===== src/rtl/pmt_count_serializer_if.sv =====
// pmt_count_serializer_if
//   Bundles the count-source and UART-side signals of the PMT count
//   serializer. The serializer connects through the slave modport. The
//   counter logic and UART (or a bench standing in for them) connect
//   through the master modport.
//   count_valid/count_data/count_ready : count word input side
//   transmit/tx_byte/tx_busy/tx_done   : UART byte handshake
//   overflow/dropped_count/frame_active: status
interface pmt_count_serializer_if;
  logic        count_valid;
  logic [15:0] count_data;
  logic        count_ready;
  logic        transmit;
  logic [7:0]  tx_byte;
  logic        tx_busy;
  logic        tx_done;
  logic        overflow;
  logic [7:0]  dropped_count;
  logic        frame_active;

  modport slave (
    input  count_valid, count_data, tx_busy, tx_done,
    output count_ready, transmit, tx_byte, overflow, dropped_count, frame_active
  );

  modport master (
    output count_valid, count_data, tx_busy, tx_done,
    input  count_ready, transmit, tx_byte, overflow, dropped_count, frame_active
  );
endinterface


===== src/rtl/pmt_count_serializer.sv =====
// pmt_count_serializer
//   Buffers 16-bit timebin counts in a small FIFO and sends each one to the
//   UART as a 3-byte frame: SYNC_BYTE, count[15:8], count[7:0]. Bytes are
//   sent one at a time using the transmit / tx_done handshake.
//   clk : master clock, shared with the UART
//   rst : synchronous active-high reset
//   bus : pmt_count_serializer_if.slave (count input, UART handshake, status)
//
//   state       | meaning
//   ------------+------------------------------------------------------------
//   S_IDLE      | waiting for a queued count and an idle UART; pops the head
//   S_SEND      | registers transmit=1 and the byte selected by r_idx
//   S_WAIT_DONE | holds tx_byte and waits for tx_done, then next byte or IDLE
module pmt_count_serializer #(
  parameter int          FIFO_DEPTH = 16,
  parameter logic [7:0]  SYNC_BYTE  = 8'hA5
) (
  input  logic                  clk,
  input  logic                  rst,
  pmt_count_serializer_if.slave bus
);

  localparam int AW = $clog2(FIFO_DEPTH);
  localparam int CW = AW + 1;

  typedef enum logic [1:0] {
    S_IDLE      = 2'd0,
    S_SEND      = 2'd1,
    S_WAIT_DONE = 2'd2
  } state_t;

  state_t          r_state, w_state_nxt;

  logic [15:0]     r_mem [FIFO_DEPTH];
  logic [AW-1:0]   r_wr_ptr, r_rd_ptr;
  logic [CW-1:0]   r_count;
  logic            r_overflow;
  logic [7:0]      r_dropped;

  logic [15:0]     r_hold, w_hold_nxt;
  logic [1:0]      r_idx, w_idx_nxt;
  logic            r_frame_active, w_frame_active_nxt;
  logic            r_transmit, w_transmit_nxt;
  logic [7:0]      r_tx_byte, w_tx_byte_nxt;

  logic            w_full, w_empty, w_push, w_drop, w_pop;
  logic [15:0]     w_head;

  assign w_full  = (r_count == CW'(FIFO_DEPTH));
  assign w_empty = (r_count == '0);
  // Full is judged on the registered occupancy, so a pop in the same cycle
  // cannot make room for a push.
  assign w_push  = bus.count_valid && !w_full;
  assign w_drop  = bus.count_valid && w_full;
  assign w_head  = r_mem[r_rd_ptr];

  always_ff @(posedge clk) begin
    if (w_push) r_mem[r_wr_ptr] <= bus.count_data;
  end

  always_ff @(posedge clk) begin
    if (rst) begin
      r_wr_ptr   <= '0;
      r_rd_ptr   <= '0;
      r_count    <= '0;
      r_overflow <= 1'b0;
      r_dropped  <= 8'd0;
    end else begin
      if (w_push) r_wr_ptr <= r_wr_ptr + 1'b1;
      if (w_pop)  r_rd_ptr <= r_rd_ptr + 1'b1;
      case ({w_push, w_pop})
        2'b10:   r_count <= r_count + 1'b1;
        2'b01:   r_count <= r_count - 1'b1;
        default: r_count <= r_count;
      endcase
      if (w_drop) begin
        r_overflow <= 1'b1;
        if (r_dropped != 8'hFF) r_dropped <= r_dropped + 8'd1;
      end
    end
  end

  always_ff @(posedge clk) begin
    if (rst) begin
      r_state        <= S_IDLE;
      r_hold         <= 16'd0;
      r_idx          <= 2'd0;
      r_frame_active <= 1'b0;
      r_transmit     <= 1'b0;
      r_tx_byte      <= 8'd0;
    end else begin
      r_state        <= w_state_nxt;
      r_hold         <= w_hold_nxt;
      r_idx          <= w_idx_nxt;
      r_frame_active <= w_frame_active_nxt;
      r_transmit     <= w_transmit_nxt;
      r_tx_byte      <= w_tx_byte_nxt;
    end
  end

  always_comb begin
    w_state_nxt        = r_state;
    w_pop              = 1'b0;
    w_hold_nxt         = r_hold;
    w_idx_nxt          = r_idx;
    w_frame_active_nxt = r_frame_active;
    w_transmit_nxt     = 1'b0;
    w_tx_byte_nxt      = r_tx_byte;
    case (r_state)
      S_IDLE: begin
        if (!w_empty && !bus.tx_busy) begin
          w_pop              = 1'b1;
          w_hold_nxt         = w_head;
          w_idx_nxt          = 2'd0;
          w_frame_active_nxt = 1'b1;
          w_state_nxt        = S_SEND;
        end
      end
      S_SEND: begin
        w_transmit_nxt = 1'b1;
        case (r_idx)
          2'd1:    w_tx_byte_nxt = r_hold[15:8];
          2'd2:    w_tx_byte_nxt = r_hold[7:0];
          default: w_tx_byte_nxt = SYNC_BYTE;
        endcase
        w_state_nxt = S_WAIT_DONE;
      end
      S_WAIT_DONE: begin
        if (bus.tx_done) begin
          if (r_idx == 2'd2) begin
            w_frame_active_nxt = 1'b0;
            w_state_nxt        = S_IDLE;
          end else begin
            w_idx_nxt   = r_idx + 2'd1;
            w_state_nxt = S_SEND;
          end
        end
      end
      default: w_state_nxt = S_IDLE;
    endcase
  end

  assign bus.count_ready   = !w_full;
  assign bus.transmit      = r_transmit;
  assign bus.tx_byte       = r_tx_byte;
  assign bus.overflow      = r_overflow;
  assign bus.dropped_count = r_dropped;
  assign bus.frame_active  = r_frame_active;

endmodule


===== src/flat_wrapper.sv =====
// flat-port wrapper written by rule: the top's interface ports become plain ports
module pmt_count_serializer_flat 
#(
  parameter int          FIFO_DEPTH = 16,
  parameter logic [7:0]  SYNC_BYTE  = 8'hA5
)
  (clk, rst, bus_count_valid, bus_count_data, bus_tx_busy, bus_tx_done, bus_count_ready, bus_transmit, bus_tx_byte, bus_overflow, bus_dropped_count, bus_frame_active);
  pmt_count_serializer_if bus_i ();
  input  logic clk;
  input  logic rst;
  input wire logic [$bits(bus_i.count_valid)-1:0] bus_count_valid;
  input wire logic [$bits(bus_i.count_data)-1:0] bus_count_data;
  input wire logic [$bits(bus_i.tx_busy)-1:0] bus_tx_busy;
  input wire logic [$bits(bus_i.tx_done)-1:0] bus_tx_done;
  output wire logic [$bits(bus_i.count_ready)-1:0] bus_count_ready;
  output wire logic [$bits(bus_i.transmit)-1:0] bus_transmit;
  output wire logic [$bits(bus_i.tx_byte)-1:0] bus_tx_byte;
  output wire logic [$bits(bus_i.overflow)-1:0] bus_overflow;
  output wire logic [$bits(bus_i.dropped_count)-1:0] bus_dropped_count;
  output wire logic [$bits(bus_i.frame_active)-1:0] bus_frame_active;
  assign bus_i.count_valid = bus_count_valid;
  assign bus_i.count_data = bus_count_data;
  assign bus_i.tx_busy = bus_tx_busy;
  assign bus_i.tx_done = bus_tx_done;
  assign bus_count_ready = bus_i.count_ready;
  assign bus_transmit = bus_i.transmit;
  assign bus_tx_byte = bus_i.tx_byte;
  assign bus_overflow = bus_i.overflow;
  assign bus_dropped_count = bus_i.dropped_count;
  assign bus_frame_active = bus_i.frame_active;
  pmt_count_serializer #(.FIFO_DEPTH(FIFO_DEPTH), .SYNC_BYTE(SYNC_BYTE)) u_core (.clk(clk), .rst(rst), .bus(bus_i));
endmodule

===== config.mk =====
export PLATFORM = sky130hd
export DESIGN_NAME = pmt_count_serializer_flat
export DESIGN_NICKNAME = d
export VERILOG_FILES = /design/src/rtl/pmt_count_serializer_if.sv /design/src/rtl/pmt_count_serializer.sv /design/src/flat_wrapper.sv
export SDC_FILE = /design/constraint.sdc
export NUM_CORES = 1
export LEC_CHECK = 0
export CAP_MARGIN = 30
export CORE_MARGIN = 4
export CORE_UTILIZATION = 55
export CTS_CLUSTER_SIZE = 14
export DETAILED_ROUTE_END_ITERATION = 10
export GPL_ROUTABILITY_DRIVEN = 1
export PLACE_DENSITY = 0.74
export SETUP_SLACK_MARGIN = 0.4
export SLEW_MARGIN = 0
export SYNTH_ARGS = -nofsm -noshare
export SYNTH_HDL_FRONTEND = slang
export SYNTH_SLANG_ARGS = --single-unit

===== constraint.sdc =====
create_clock -name clk -period 3.65 [get_ports clk]
set_clock_uncertainty 0.2 [all_clocks]
set_input_delay 1.095 -clock clk [delete_from_list [all_inputs] [get_ports clk]]
set_output_delay 1.095 -clock clk [all_outputs]
set_load 0.01 [all_outputs]

# Word-level counts from Yosys, hierarchy flattened

Memory sizes are Yosys's and may differ from the RTL's. A register that Yosys moved wholly into a read port is not among the register bits.
Index checks and enable logic that the tools add are counted.

Shift operators: 0
Reductions and logical operators: 15
Add/subtract/negate cells: 6
Bitwise logic cells: 0
Multiply operators: 0
Order comparisons: 0
Div/mod/pow operators: 0
Mux-type cells: 19
Equality and inequality tests: 12

Operators with widths:

| operator                                                              | number |
|---|---|
| 8-bit one-hot mux with 2 select lines                                 | 1 |
| 2-bit 2-to-1 mux                                                      | 5 |
| 5-bit one-hot mux with 2 select lines                                 | 1 |
| 1-bit 2-to-1 mux                                                      | 9 |
| 4-bit by 1-bit adder with 4-bit output, second input constant         | 2 |
| 8-bit by 1-bit adder with 8-bit output, second input constant         | 1 |
| 8-bit != test, second input constant                                  | 1 |
| 4-bit AND reduction                                                   | 2 |
| 2-bit by 1-bit equality test with 1-bit output, second input constant | 3 |
| 2-bit equality test, second input constant                            | 3 |
| 2-bit one-hot mux with 3 select lines                                 | 1 |
| 2-bit AND reduction                                                   | 3 |
| 5-bit by 1-bit adder with 5-bit output, second input constant         | 1 |
| 5-bit equality test, second input constant                            | 1 |
| 5-bit zero test                                                       | 1 |
| 5-bit by 1-bit subtractor with 5-bit output, second input constant    | 1 |
| 2-bit by 1-bit != test with 1-bit output, second input constant       | 2 |
| 2-bit != test, second input constant                                  | 2 |
| 2-bit one-hot mux with 2 select lines                                 | 1 |
| 2-bit nonzero test                                                    | 2 |
| 1-bit logical AND                                                     | 3 |
| 1-bit zero test                                                       | 3 |
| 2-bit by 1-bit adder with 2-bit output, second input constant         | 1 |
| 2-bit zero test                                                       | 1 |
| 1-bit one-hot mux with 2 select lines                                 | 1 |

Bits in latches: 0
Logic and storage cells: 63
Register bits: 36
Memory bits (read-only): 0
Output and inout bits: 20
Memories: 1
Bits in writable memories: 256

Memory list:

| memory       | words | bits a word | read ports | clocked after Yosys merged registers in | write ports | RTL line                   | text |
|---|---|---|---|---|---|---|---|
| u_core.r_mem | 16    | 16          | 1          | 1                                       | 1           | pmt_count_serializer.sv:34 | `logic [15:0] r_mem [FIFO_DEPTH];` |

# Longest topological paths before layout

Gate-level depths: netlist of the first run.

Word-level depth: 7
Depth in mapped cells: 13

# Worst setup path before layout of the first run

No wires, ideal clock.

Kind: input -> register
Start: in bus_tx_busy
End: reg u_core.r_count[4]
Library setup time: 0.121 ns
Path slack: 0.117 ns
Stages: 12
Arrival time: 3.212 ns
Buffers on the path: 2
Data required time: 3.329 ns
Path through: nor3_1 o21ai_2 inv_2 buf_2 ha_1 clkbuf_1 xor2_1 ha_1 a21oi_1 a32oi_1 a31oi_1 mux2_2

Word-level cells in the longest chain between the ends: 6
Elaborated cells between the ends (all ways): 8
Those cells by class: eq/ne (2); mux (3); reduce/logical (3)

RTL lines:

| item                                                                                  | RTL line                    | text |
|---|---|---|
| from (decl)                                                                           | flat_wrapper.sv:13          | `input wire logic [$bits(bus_i.tx_busy)-1:0] bus_tx_busy;` |
| 1-bit zero test *                                                                     | pmt_count_serializer.sv:111 | `if (!w_empty && !bus.tx_busy) begin` |
| 1-bit logical AND *                                                                   | pmt_count_serializer.sv:111 |  |
| 1-bit 2-to-1 mux *                                                                    | pmt_count_serializer.sv:111 |  |
| 1-bit 2-to-1 mux *                                                                    | pmt_count_serializer.sv:109 | `case (r_state)` |
| named net u_core.w_pop                                                                | pmt_count_serializer.sv:46  | `logic w_full, w_empty, w_push, w_drop, w_pop;` |
| 2-bit by 1-bit equality test with 1-bit output or 2-bit equality test (tied branches) | pmt_count_serializer.sv:71  | `case ({w_push, w_pop})` |
| 5-bit one-hot mux with 2 select lines or 2-bit nonzero test (tied branches)           | n/a                         |  |
| to (signal assigned)                                                                  | pmt_count_serializer.sv:72  | `2'b10: r_count <= r_count + 1'b1;` |
| to (signal assigned)                                                                  | pmt_count_serializer.sv:73  | `2'b01: r_count <= r_count - 1'b1;` |
| to (signal assigned)                                                                  | pmt_count_serializer.sv:74  | `default: r_count <= r_count;` |
| to (decl)                                                                             | pmt_count_serializer.sv:36  | `logic [CW-1:0] r_count;` |

Mark *: on every way through the listed nets, which the timed path passes. The rest lies on a longest branch.
A chain may end at the register's enable or synchronous reset.

# Final worst setup path of the first run

Start: reg u_core.r_count[3]
End: out bus_count_ready

Word-level cells in the longest chain between the ends: 2

RTL lines:

| item                | RTL line                    | text |
|---|---|---|
| 5-bit equality test | pmt_count_serializer.sv:49  | `assign w_full = (r_count == CW'(FIFO_DEPTH));` |
| 1-bit zero test     | pmt_count_serializer.sv:143 | `assign bus.count_ready = !w_full;` |
| to (decl)           | flat_wrapper.sv:15          | `output wire logic [$bits(bus_i.count_ready)-1:0] bus_count_ready;` |

No other way between the ends.

==> summary.md, run 1 <==
| Metric | Value |
|---|---|
| Leakage Power | 4.41 nW |
| # Max-Cap Violations | 0 |
| Clock Tree Root | clkbuf_16 |
| Reg2reg end | u_core.r_count[4] |
| CTS Buf Count | 30 |
| Clock power frac | 0.359 |
| Initial antenna violation count | 0 |
| Non-Filler Instances | 1112 |
| Worst path cell trace | nor4_4, nand2_1, clkdlybuf4s50_1 |
| Final Power | 8.45 mW |
| Proportion of layout cells with a drive suffix above 1 | 0.154 |
| Width of the die | 156 um |
| Min-delay worst type | flip-flop to flip-flop |
| Post-Route WL | 27.0 mm |
| Xor and xnor fraction of the mapped netlist area | 0.00723 |
| Synth Register Bits | 308 |
| CTS sink count | 308 |
| DP Area | 13000 um2 |
| Final instance area | 14000 um2 |
| RSZ-0062 raised after global routing | no |
| Total gr overflow | 0 |
| Simple-gate share of the synthesized area | 0.0470 |
| Die area | 24500 um2 |
| Synth Warn # | 0 |
| Top FF cell, synth | edfxtp_1 |
| Psw | 2.13 mW |
| Net Count, Synth | 777 |
| Final hold slack | 0.263 ns |
| Cell count after synthesis | 745 |
| Setup_tns | 0 ns |
| Crit-path slowest cell | clkdlybuf4s50_1 |
| Worst Setup SP | u_core.r_count[3] |
| Max VDD drop | 0.366 mV |
| Ys async rst share | 0 |
| Antenna Nets Post-Route | 0 |
| Fmax | 318 MHz |
| Cell depth of the worst setup path | 3 |
| Rows | 54 |
| Internal power | 6.33 mW |
| Adder-cell share of the synthesized area | 0.0114 |
| Setup-failing EPs final | 0 |
| Detailed Place HPWL | 15.8 mm |
| Layout area overhead | 15.2% |
| Crit path buffers/inverters | 1 |
| Final Slew Violations | 0 |
| Least-Margin Pin Slew | 1.03 ns |
| DR pass1 iterations | 5 |
| H-Tree Depth | 1 |
| Final Hold Vio Count | 0 |
| Vert. Die Dim | 156 um |
| CP startpoint kind | flip-flop |
| Hold Crit Start | u_core.bus.overflow |
| Reg2reg setup slack | 0.59 ns |
| DRC violations left | 0 |
| Initial core utilization | 0.557 |
| Setup WS post-layout | 0.502 ns |
| Setup Crit Path Kind | flip-flop to output pin |
| Vias in the first global route | 6955 |
| Mean Syn Cell Area | 16.3 um2 |
| Clock buffer depth | 3 |
| Max incr delay on CP | 0.50 ns |
| PwrDens | 605 nW/um2 |
| Gpl congestion | 0.820 |
| Initial DRC Count | 586 |
| Crit. End Element | output pin |
| End of the critical path | bus_count_ready |
| Mux contribution to synthesized area | 0.115 |
| Nets | 840 |
| Required @ worst endpoint | 2.35 ns |
| Main combinational cell family by area after synthesis | multiplexers |
| Place WS | -0.0504 ns |
| Worst r2r src | u_core.r_count[0] |
| Wirelength per Cell | 24.3 um |
| Final min period | 3.15 ns |
| Seq/Total Area, Yosys | 0.720 |
| Post-synth EDFFs | 256 |
| Clock Latency Late Sink | 0.55 ns |
| Worst Path Max Fanout | 7 |
| Synth cell types | 59 |
| Crit path max-delay family | buffers and inverters |
| N_diodes | 0 |
| Tot GR Track Use | 0.219 |
| Final period util | 0.863 |
| Filler instances | 1502 |
| Final core utilization | 0.642 |
| CTS tree | yes |
| Placed cell count | 1055 |
| Compound-Gate Fraction of Synth Area | 0.0767 |
| Vias per std cell | 6.25 |
| Flop pwr share | 0.500 |
| Combinational power share | 0.140 |
| Core area | 21800 um2 |
| First-pass GRT wire length | 40.6 mm |
| Via Count | 6950 |
| I/O pins | 41 |
| Outcome | complete, no violations |
| Cell Area, Synth | 12100 um2 |
| Clock-pin transition on the worst setup and hold timing paths | 0.06 ns |
| Switching Fraction | 0.252 |
| Port buffer count | 40 |
| Cts-stage hold buffer count | 0 |
| R2R depth | 10 |
| Worst Path Arrival | 1.85 ns |
| Slew headroom | 0.311 |
| Pin count of the biggest net entering global routing | 42 |
## metal layers
| metal | part of all wire | track usage | up-vias |
|---|---|---|---|
| li1 | - | - | 3079 |
| met1 | 0.42 | 0.308 | 3530 |
| met2 | 0.48 | 0.352 | 278 |
| met3 | 0.067 | 0.0362 | 63 |
| met4 | 0.034 | 0.0773 | 0 |
| met5 | 0 | 0 | - |
## cells in the final DEF (no fill, tap or decap), types with 10 or more instances in the layout
master and count:
edfxtp_1 256, buf_4 35, clkdlybuf4s50_1 40, clkbuf_16 31
mux4_2 23, dfxtp_1 50, a21oi_1 25, a22oi_1 12
nand2_1 10, nor2_1 43, inv_1 12, o22ai_1 42
o21ai_0 19, mux2i_1 84, ha_1 11
## cell type report
| cell class | count | area [um2] | share of cell area |
|---|---|---|---|
| sequential | 308 | 8730 | 0.625 |
| multi-input combinational | 378 | 3150 | 0.225 |
| tap | 280 | 350 | 0.0251 |
| clock inverter | 19 | 174 | 0.0125 |
| inverter | 13 | 48.8 | 0.00349 |
| clock buffer | 37 | 808 | 0.0579 |
| timing repair buffer | 77 | 703 | 0.0503 |
## sequential cells by signal, indices dropped and copies added, names as in the netlist
name / count
u_core.bus.dropped_count: 8
u_core.bus.frame_active: 1
u_core.bus.overflow: 1
u_core.bus.transmit: 1
u_core.bus.tx_byte: 8
u_core.r_count: 5
u_core.r_hold: 16
u_core.r_idx: 2
u_core.r_mem: 256
u_core.r_rd_ptr: 4
u_core.r_state: 2
u_core.r_wr_ptr: 4
## cell usage after synthesis (4+ instances only)
| master | number | area (um2) |
|---|---|---|
| mux4_2 | 23 | 518 |
| buf_2 | 20 | 100 |
| inv_1 | 12 | 45.0 |
| xor2_1 | 7 | 61.3 |
| nand2_1 | 10 | 37.5 |
| a22oi_1 | 12 | 90.1 |
| o22ai_1 | 42 | 263 |
| nor3_1 | 13 | 65.1 |
| nor2_1 | 43 | 161 |
| dfxtp_1 | 52 | 1040 |
| nand2b_1 | 4 | 25.0 |
| a21oi_1 | 26 | 130 |
| o21ai_0 | 19 | 95.1 |
| nor2b_1 | 5 | 31.3 |
| a211oi_1 | 5 | 37.5 |
| mux2i_1 | 84 | 841 |
| a221oi_1 | 4 | 35.0 |
| edfxtp_1 | 256 | 7690 |
| nand3_1 | 6 | 30.0 |
| a31oi_1 | 4 | 25.0 |
| clkbuf_1 | 18 | 67.6 |
| ha_1 | 11 | 138 |
| a2111oi_0 | 9 | 78.8 |
| a22o_1 | 4 | 35.0 |
## power by group through the flow
stage | sequential [mW] | combinational [mW] | clock, mW
global route | 4.25 | 1.30 | 3.23
global placement | 4.27 | 1.11 | 0
finish | 4.23 | 1.19 | 3.04
detailed placement | 4.29 | 1.16 | 0
floorplan | 4.21 | 0.800 | 0
CTS | 4.22 | 1.19 | 3.10
## cell families (layout without fill, tap and decap cells)
kind of cell,after synthesis,in the layout
flip-flops,308,308
AO/OA/AOI/OAI,141,141
multiplexers,110,110
AND/OR/NAND/NOR,106,106
buffers and inverters,59,146
adder cells (fa/ha/maj),11,11
XOR/XNOR,10,10
## repair_timing
item | in CTS | in global routing
endpoints found under the setup margin | 1 | 1
resized for setup | 0 | 1
setup buffers | 1 | 0
pin swaps | 1 | 0
## worst min-delay path by stage
| stage | cells past startpoint | slack, ns | to |
|---|---|---|---|
| 6_report | 1 | 0.26 | u_core.bus.overflow |
| 2_1_floorplan | 2 | 0.27 | u_core.r_idx[0] |
| 5_1_grt | 1 | 0.27 | u_core.bus.overflow |
| 4_1_cts | 1 | 0.27 | u_core.bus.overflow |
| 3_3_place_gp | 1 | 0.25 | u_core.bus.overflow |
| 3_5_place_dp | 1 | 0.26 | u_core.bus.overflow |
No activity file was read; power rests on OpenSTA's default activity.
==> run 2, diff against run 1 <==
--- a/constraint.sdc
+++ b/constraint.sdc
@@ -3,3 +3,3 @@
 set_input_delay 1.095 -clock clk [delete_from_list [all_inputs] [get_ports clk]]
 set_output_delay 1.095 -clock clk [all_outputs]
-set_load 0.01 [all_outputs]
+set_load 0.005 [all_outputs]
==> run 2 against run 1 <==
  * Via count grew 1.1%
  * Cell count is the same
  * Wire length grew 0.19%
  * Worst setup slack lost 0.029 ns
  * Non-clock buffer count is the same
  * Flip-flop and latch count is the same
  * Global-route usage is essentially flat
  * Highest routed layer unchanged
  * Power is essentially flat
  * Critical path type unchanged
  * Clock-buffer cell count is the same
  * Sequential power is essentially flat
  * Core utilization is the same
  * Critical endpoint unchanged
  * First-iteration DRC count grew 7.8%
==> summary.md, run 2 (same netlist as run 1, synthesis figures left out) <==
| Metric | Value |
|---|---|
| Setup WS post-layout | 0.473 ns (-0.0287 ns) |
| Internal power | 6.33 mW (about the same) |
| Crit. End Element | output pin |
| Final min period | 3.18 ns (+0.0287 ns) |
| Pin count of the biggest net entering global routing | 42 (unchanged) |
| Tot GR Track Use | 0.219 (about the same) |
| Reg with most FFs | u_core.r_mem |
| Final Slew Violations | 0 (unchanged) |
| Switching Fraction | 0.252 (about the same) |
| Hold path endpoint | u_core.bus.overflow |
| Proportion of layout cells with a drive suffix above 1 | 0.154 (unchanged) |
| Max incr delay on CP | 0.47 ns (-0.03 ns) |
| Clock buffer depth | 3 (unchanged) |
| Gpl congestion | 0.820 (unchanged) |
| Worst Path Max Fanout | 6 (-1) |
| Vert. Die Dim | 156 um (unchanged) |
| CTS Buf Count | 30 (unchanged) |
| Reg2reg setup slack | 0.58 ns (about the same) |
| First-pass GRT wire length | 40.6 mm (about the same) |
| Port buffer count | 40 (unchanged) |
| R2R depth | 10 (unchanged) |
| Hold Crit Start | u_core.bus.overflow |
| Leakage Power | 4.41 nW (about the same) |
| Via Count | 7027 (+1.1%) |
| Post-Route WL | 27.1 mm (+0.19%) |
| DR pass1 iterations | 5 (unchanged) |
| Psw | 2.13 mW (-0.11%) |
| Layout area overhead | 15.2% (unchanged) |
| DRC violations left | 0 (unchanged) |
| N_diodes | 0 (unchanged) |
| Wirelength per Cell | 24.3 um (+0.19%) |
| Worst r2r src | u_core.r_count[2] |
| Least-Margin Pin Slew | 1.02 ns (-0.00564 ns) |
| Cts-stage hold buffer count | 0 (unchanged) |
| CP startpoint kind | flip-flop |
| Rows | 54 (unchanged) |
| CTS sink count | 308 (unchanged) |
| Width of the die | 156 um (unchanged) |
| PwrDens | 605 nW/um2 (about the same) |
| Detailed Place HPWL | 15.8 mm (unchanged) |
| Setup Crit Path Kind | flip-flop to output pin |
| Vias in the first global route | 6955 (unchanged) |
| Most common cell after layout, fill and taps aside | edfxtp_1 |
| I/O pins | 41 (unchanged) |
| Outcome | complete, no violations |
| Antenna Nets Post-Route | 0 (unchanged) |
| Final Hold Vio Count | 0 (unchanged) |
| Flop pwr share | 0.501 (about the same) |
| Nets | 840 (unchanged) |
| Max VDD drop | 0.367 mV (+0.30%) |
| Vias per std cell | 6.32 (+1.1%) |
| Min-delay worst type | flip-flop to flip-flop |
| Place WS | -0.0504 ns (unchanged) |
| Non-Filler Instances | 1112 (unchanged) |
| Most frequent cells in the layout | 256 x edfxtp_1, 84 x mux2i_1, 50 x dfxtp_1 |
| Initial core utilization | 0.557 (unchanged) |
| Setup-failing EPs final | 0 (unchanged) |
| CTS tree | yes |
| Total gr overflow | 0 (unchanged) |
| Worst Path Arrival | 1.88 ns (+0.03 ns) |
| Crit-path slowest cell | clkdlybuf4s50_1 |
| Slew headroom | 0.314 (+0.00378) |
| DP Area | 13000 um2 (unchanged) |
| Initial DRC Count | 632 (+7.8%) |
| Clock-pin transition on the worst setup and hold timing paths | 0.06 ns (about the same) |
| H-Tree Depth | 1 (unchanged) |
| Final instance area | 14000 um2 (unchanged) |
| Die area | 24500 um2 (unchanged) |
| Fmax | 315 MHz (-0.90%) |
| Clock Tree Root | clkbuf_16 |
| Reg2reg end | u_core.r_count[4] |
| Final Power | 8.45 mW (about the same) |
| Required @ worst endpoint | 2.35 ns (about the same) |
| Placed cell count | 1055 (unchanged) |
| Clock power frac | 0.360 (about the same) |
| WHS Path Cells | 1 (unchanged) |
| Largest regs | u_core.r_mem (256), u_core.r_hold (16) |
| Number of flip-flops in the largest register | 256 (unchanged) |
| Combinational power share | 0.140 (about the same) |
| Worst path cell trace | nor4_4, nand2_1, clkdlybuf4s50_1 |
| Core area | 21800 um2 (unchanged) |
| Final period util | 0.870 (+0.00785) |
| Initial antenna violation count | 0 (unchanged) |
| Clock Latency Late Sink | 0.55 ns (about the same) |
| RSZ-0062 raised after global routing | yes |
| # Max-Cap Violations | 0 (unchanged) |
## run 2: worst max-delay path by stage
stage	startpoint	end	depth (start not counted)
floorplan	bus_count_valid	u_core.r_count[4]	10
global placement	bus_count_valid	u_core.r_count[4]	10
detailed placement	bus_count_valid	u_core.r_count[4]	10
CTS	u_core.r_count[0]	bus_count_ready	3
global route	u_core.r_count[0]	bus_count_ready	3
finish	u_core.r_count[0]	bus_count_ready	3
## run 2: worst max-delay path, delay by kind of cell (launching register included)
family                 cells  cell delay [ns]
flip-flops                 1             0.40
AND/OR/NAND/NOR            2             0.47
buffers and inverters      1             0.47
## run 2: what timing repair did
| action | 4_1_cts | 5_1_grt |
|---|---|---|
| gates resized for setup | 0 | 1 |
| setup endpoints to repair | 0 | 2 |
| setup buffers | 0 | 1 |
## run 2: metrics by stage
step,util,hold slack [ns],setup TNS [ns]
after global placement,0.596,0.250,0
after global routing,0.642,0.274,0
after detailed placement,0.596,0.256,-0.0504
final,0.642,0.263,0
after floorplan,-,0.264,0
after CTS,0.641,0.271,0
## run 2: final cells by class
type                            count  area [um2]
Clock buffer                       37         808
Clock inverter                     19         174
Fill cell                        1500        7790
Inverter                           13        48.8
Multi-Input combinational cell    378        3150
Sequential cell                   308        8730
Tap cell                          280         350
Timing Repair Buffer               77         703
## run 2: power groups by stage
stage | sequential, mW | clock [mW] | combinational, mW
floorplan | 4.20 | 0 | 0.799
global placement | 4.27 | 0 | 1.10
detailed placement | 4.29 | 0 | 1.14
CTS | 4.22 | 3.10 | 1.16
global route | 4.25 | 3.23 | 1.29
finish | 4.23 | 3.04 | 1.18
## run 2: metal layers
layer,vias up,GRT usage,share of wire
met4,0,0.0773,0.036
met1,3555,0.307,0.41
li1,3083,-,-
met2,324,0.353,0.47
met5,-,0,0
met3,65,0.0362,0.076
==> run 3, diff against run 2 <==
CAP_MARGIN = unset   (was 30)
==> results of run 3 <==
The final DEF is identical to that of run 2; final timing and power are the same.
